[src/rtl/imuldiv_pkg.sv]
// Shared constants and types for the imuldiv block: FSM encodings, function
// codes and the divider iteration parameters.
package imuldiv_pkg;

  localparam int DIV_W     = 32;
  localparam int DIV_ITERS = 32;
  localparam int CNT_W     = 6;

  typedef enum logic [1:0] {
    IDLE = 2'd0,
    CALC = 2'd1,
    DONE = 2'd2
  } div_state_e;

  localparam logic FN_SIGNED   = 1'b0;
  localparam logic FN_UNSIGNED = 1'b1;

  // Two's-complement negate when neg is set, otherwise pass through.
  function automatic logic [DIV_W-1:0] neg_if(input logic neg, input logic [DIV_W-1:0] v);
    return neg ? (~v + 32'd1) : v;
  endfunction

endpackage

[src/rtl/imuldiv_int_div_iterative_dpath.sv]
// Restoring-division datapath: operand capture, one shift/subtract step per
// enabled cycle, and sign/divide-by-zero fix-up of the final result.
module imuldiv_int_div_iterative_dpath
  import imuldiv_pkg::*;
(
  input  logic              clk,
  input  logic              en,
  input  logic              init_sel,
  input  logic              fn,
  input  logic [DIV_W-1:0]  a,
  input  logic [DIV_W-1:0]  b,
  output logic [63:0]       result
);

  logic              sign_a;
  logic              sign_b;
  logic              b_zero;
  logic [DIV_W-1:0]  a_raw;
  logic [64:0]       rem_reg;
  logic [64:0]       div_reg;

  logic              sa_in;
  logic              sb_in;
  logic [64:0]       sh;
  logic [64:0]       diff;
  logic [DIV_W-1:0]  uq;
  logic [DIV_W-1:0]  ur;
  logic [DIV_W-1:0]  quot;
  logic [DIV_W-1:0]  rem;

  assign sa_in = a[DIV_W-1] & ~fn;
  assign sb_in = b[DIV_W-1] & ~fn;

  assign sh   = rem_reg << 1;
  assign diff = sh - div_reg;

  always_ff @(posedge clk) begin
    if (en) begin
      if (init_sel) begin
        sign_a  <= sa_in;
        sign_b  <= sb_in;
        b_zero  <= (b == '0);
        a_raw   <= a;
        rem_reg <= {33'b0, neg_if(sa_in, a)};
        div_reg <= {1'b0, neg_if(sb_in, b), 32'b0};
      end else if (diff[64]) begin
        rem_reg <= sh;
      end else begin
        // diff[0] is always 0 (both sh and div_reg have a zero LSB), so OR-ing
        // in the quotient bit is the same as replacing it.
        rem_reg <= diff | 65'd1;
      end
    end
  end

  assign uq = rem_reg[31:0];
  assign ur = rem_reg[63:32];

  always_comb begin
    quot = neg_if(sign_a ^ sign_b, uq);
    rem  = neg_if(sign_a, ur);
    if (b_zero) begin
      quot = '1;
      rem  = a_raw;
    end
  end

  assign result = {rem, quot};

endmodule

[src/rtl/imuldiv_int_div_iterative.sv]
// Iterative 32-bit signed/unsigned divider: control FSM and step counter
// around the restoring-division datapath; returns {remainder, quotient}.
module imuldiv_int_div_iterative
  import imuldiv_pkg::*;
(
  input  logic              clk,
  input  logic              reset,
  input  logic              divreq_msg_fn,
  input  logic [DIV_W-1:0]  divreq_msg_a,
  input  logic [DIV_W-1:0]  divreq_msg_b,
  input  logic              divreq_val,
  output logic              divreq_rdy,
  output logic [63:0]       divresp_msg_result,
  output logic              divresp_val,
  input  logic              divresp_rdy
);

  // Handshake: a transfer happens on a rising edge where val && rdy are both
  // high; val never waits on rdy, and the result is held stable while
  // divresp_val is high until the transfer completes.

  div_state_e        state;
  logic [CNT_W-1:0]  count;
  logic              accept;
  logic              dp_en;

  assign accept = (state == IDLE) && divreq_val && divreq_rdy;
  assign dp_en  = accept || (state == CALC);

  always_ff @(posedge clk) begin
    if (reset) begin
      state       <= IDLE;
      count       <= '0;
      divreq_rdy  <= 1'b1;
      divresp_val <= 1'b0;
    end else begin
      case (state)
        IDLE: begin
          if (accept) begin
            state      <= CALC;
            count      <= '0;
            divreq_rdy <= 1'b0;
          end
        end
        CALC: begin
          count <= count + 6'd1;
          if (count == CNT_W'(DIV_ITERS - 1)) begin
            state       <= DONE;
            divresp_val <= 1'b1;
          end
        end
        DONE: begin
          if (divresp_rdy) begin
            state       <= IDLE;
            divresp_val <= 1'b0;
            divreq_rdy  <= 1'b1;
          end
        end
        default: begin
          state       <= IDLE;
          count       <= '0;
          divreq_rdy  <= 1'b1;
          divresp_val <= 1'b0;
        end
      endcase
    end
  end

  imuldiv_int_div_iterative_dpath u_dpath (
    .clk      (clk),
    .en       (dp_en),
    .init_sel (accept),
    .fn       (divreq_msg_fn),
    .a        (divreq_msg_a),
    .b        (divreq_msg_b),
    .result   (divresp_msg_result)
  );

endmodule
[config.mk]
export PLATFORM = sky130hd
export DESIGN_NAME = imuldiv_int_div_iterative
export DESIGN_NICKNAME = d
export VERILOG_FILES = /design/src/rtl/imuldiv_pkg.sv /design/src/rtl/imuldiv_int_div_iterative_dpath.sv /design/src/rtl/imuldiv_int_div_iterative.sv
export SDC_FILE = /design/constraint.sdc
export NUM_CORES = 1
export LEC_CHECK = 0
export BUFFER_PORTS_ARGS = -buffer_cell sky130_fd_sc_hd__clkbuf_2
export CORE_ASPECT_RATIO = 1.1
export CORE_MARGIN = 2
export CORE_UTILIZATION = 40
export DETAILED_ROUTE_END_ITERATION = 10
export GPL_TIMING_DRIVEN = 0
export SYNTH_ARGS = -nofsm -noshare
export SYNTH_HDL_FRONTEND = slang
export SYNTH_SLANG_ARGS = --single-unit
[constraint.sdc]
create_clock -name clk -period 4.4 [get_ports clk]
set_input_delay 0.88 -clock clk [delete_from_list [all_inputs] [get_ports clk]]
set_output_delay 0.88 -clock clk [all_outputs]
set_load 0.02 [all_outputs]
==> results by group <==
Outcome
  – Status: finished clean

Power and ir drop
  – Switching pwr: 0.00291 W
  – Max IR drop VDD: 0.247 mV
  – Sw Ratio: 42.1%
  – Clk pwr share: 21.2%
  – Int Power: 0.00400 W
  – Flop pwr share: 33.1%
  – Leak: 4.68 nW
  – Cell Pwr Density: 592 mW/mm²
  – Combinational power share: 45.8%

Finish
  – Layout cell share with drive strength beyond 1: 15.4%
  – Diodes inserted: 0
  – Layout area overhead: 17.4%
  – Nets: 1367
  – Largest register FFs: 64
  – Fin area: 0.0117 mm²
  – Register area: 0.00413 mm²
  – Area of the multi-input gates: 0.00546 mm²
  – Fillers: 2366

Placement
  – Post-detail-place hpwl: 20700 µm
  – Pre-CTS setup slack: 473 ps
  – IO buf count: 133
  – Routability cong.: 0.886
  – Cell area after placement: 0.0110 mm²

Route
  – Length of the first detailed-routing pass in iterations: 5
  – Detail Route Antenna Nets: 0
  – Detailed Route Iter0 Violations: 588
  – Vias post-DR: 8427
  – Routed vias/inst: 5.32
  – Post-Route WL: 26400 µm
  – Wire length per cell: 16.7 µm
  – Post-route DRC: 0

Global routing
  – Global-route usage over all layers: 20.4%
  – Vias in the first global route: 8003
  – Largest net degree at the start of global routing: 65
  – Overflow after GRT: 0
  – First-pass GRT wire length: 42300 µm
  – Initial antenna violation count: 0

Floorplanning
  – Site Rows: 60
  – Initial Utilization: 40.6%
  – Num ports: 135
  – Die Area: 0.0261 mm²
  – Die Y: 169 µm
  – Std-Cell Core Area: 0.0245 mm²
  – Die Wd: 154 µm

Yosys
  – Syn Nets: 1211
  – Post-Syn Area: 0.00995 mm²
  – Dominant cells by area after synthesis: edfxtp_1 40%, xor2_1 6.6%, o21ai_0 6.4%
  – Yosys top cell by area: edfxtp_1
  – Seq/Total Area, Yosys: 41.6%
  – Post-synth EDFFs: 131
  – Yosys cell types: 55
  – Gate count of the mapped netlist: 1104
  – Synthesized area per cell: 9.01 µm²
  – Most numerous cell in the Yosys netlist: nand2_1
  – Synth cell count leaders: 138 x nand2_1, 131 x edfxtp_1, 127 x o21ai_0
  – Yosys top cell area share: 39.5%
  – Synthesized flop and latch total: 141
  – Yosys Warn Count: 0
  – Post-synthesis async set-or-reset flop share: 0%
  – Primary FF master, synth: edfxtp_1

Critical path
  – Critical Path RT: 3520 ps
  – Crit path max-delay family: simple AND/OR/NAND/NOR gates
  – Critical path type: reg -> out
  – CP Max Fanout: 5
  – Slowest CP cell: or4_4
  – Buffers and inverters on the worst path: 1
  – Number of cells on the critical path: 10
  – CP cell instances: or3_4 > nor4_4 > nor3b_4 > and3_4 > nand2_2 > or4_4 > o41ai_4 > xnor2_1 > nand2b_1 > clkbuf_2
  – CP Capture Type: output pin
  – CP arrival: 3360 ps
  – R2R cell count: 13
  – CP Launch Type: flop
  – Slowest Stage Delay on Critical Path: 480 ps

Clocking
  – H-Tree Level Count: 4
  – Sink Count: 141
  – CTS clock-pin slew for the worst setup and hold paths: 70 ps
  – CTS tree: done
  – Num CTS Buffers: 17
  – CTS max path bufs: 2
  – Worst skew pair latency: 430 ps
  – CTS Root Cell: clkbuf_16
  – CTS Hold Bufs: 0

Timing
  – Fin crit share: 96.3%
  – Hold Violations, Final: 0
  – Period minus WS final: 4240 ps
  – Rel. slew slack: 41.5%
  – Fin Clk Skew: 16.7 ps
  – FMAX: 236 MHz
  – Hold_ws: 521 ps
  – Worst Tran Pin Value: 877 ps
  – Setup WS post-layout: 161 ps
  – Slew Viols, Final: 0
  – # setup viols final: 0

Worst hold path
  – Hold depth: 2
  – Hold Crit Class: reg -> reg

Run
  – Max-cap check violation count: 0
==> stage by stage <==
stage | instances | utilization [%] | total power [W] | TNS [ps]
floorplan | 1104 | - | 0.00453 | 0
global placement | 1547 | 44.9 | 0.00539 | -72500
detailed placement | 1548 | 45.1 | 0.00543 | 0
CTS | 1580 | 47.5 | 0.00690 | 0
global route | 1583 | 47.7 | 0.00742 | -14.1
finish | 1583 | 47.7 | 0.00691 | 0
==> routing by layer <==
layer / vias to the layer above / part of all wire [%] / global-route usage, % / wire, µm
met3: 29 / 4.1 / 2.86 / 1080
met1: 3902 / 46 / 27.1 / 12300
met5: - / 0 / 0 / 0
met4: 0 / 1.9 / 5.76 / 494
li1: 4274 / - / - / -
met2: 222 / 48 / 35.0 / 12600
==> final timing paths <==
kind / slack (ps) / to / from
worst max-delay path: 160 / divresp_msg_result[31] / u_dpath.rem_reg[4]
worst min-delay path: 520 / divresp_val / divresp_val
worst max register to register: 560 / u_dpath.rem_reg[62] / u_dpath.rem_reg[31]
worst min register to register: 520 / divresp_val / divresp_val
==> placed cells by master (no fill, tap or decap), drive strengths merged, types with 12 or more instances in the layout <==
cell	Yosys	routed
o21ai	129	129
a21oi	61	61
nand2	139	139
ha	37	37
xnor2	70	70
nand3	36	36
edfxtp	131	131
nand2b	36	36
nor2	72	72
buf	8	12
nor4	13	13
o31ai	21	21
a31oi	13	13
a21o	15	15
o41ai	15	15
xor2	75	75
clkbuf	40	194
inv	53	60
nor3	27	27
==> area by class of cell <==
cell class / instances / area share, %
Clock inverter: 11 / 0.761
Timing Repair Buffer: 137 / 6.06
Inverter: 53 / 1.70
Buffer: 48 / 1.60
Sequential cell: 141 / 35.4
Multi-Input combinational cell: 862 / 46.8
Tap cell: 310 / 3.32
Clock buffer: 21 / 4.40
==> power groups by stage <==
stage	logic, W	registers (W)	clock network (W)
floorplan	0.00238	0.00215	0
global placement	0.00311	0.00229	0
detailed placement	0.00314	0.00229	0
CTS	0.00316	0.00226	0.00148
global route	0.00356	0.00232	0.00154
finish	0.00316	0.00228	0.00146
==> cell families after synthesis <==
logic type,after synthesis,synth area share (%)
AND/OR/NAND/NOR,379,18.5
AO/OA/AOI/OAI,294,17.8
XOR/XNOR,145,12.8
flip-flops,141,41.6
buffers and inverters,101,3.84
adder cells (fa/ha/maj),38,4.86
multiplexers,6,0.616
==> what timing repair did <==
action                     in CTS  in global routing
resized for setup               0                  4
buffers inserted                0                  3
hold endpoints to repair        0                  0
setup endpoints to repair       0                  8
==> worst register-to-register path: cells and delay by family (launching register included) <==
family	cells	cell delay [ps]
XOR/XNOR	1	200
AO/OA/AOI/OAI	5	1030
buffers and inverters	3	850
flip-flops	1	410
AND/OR/NAND/NOR	2	450
adder cells (fa/ha/maj)	2	620
No activity file was read; power rests on OpenSTA's default activity.
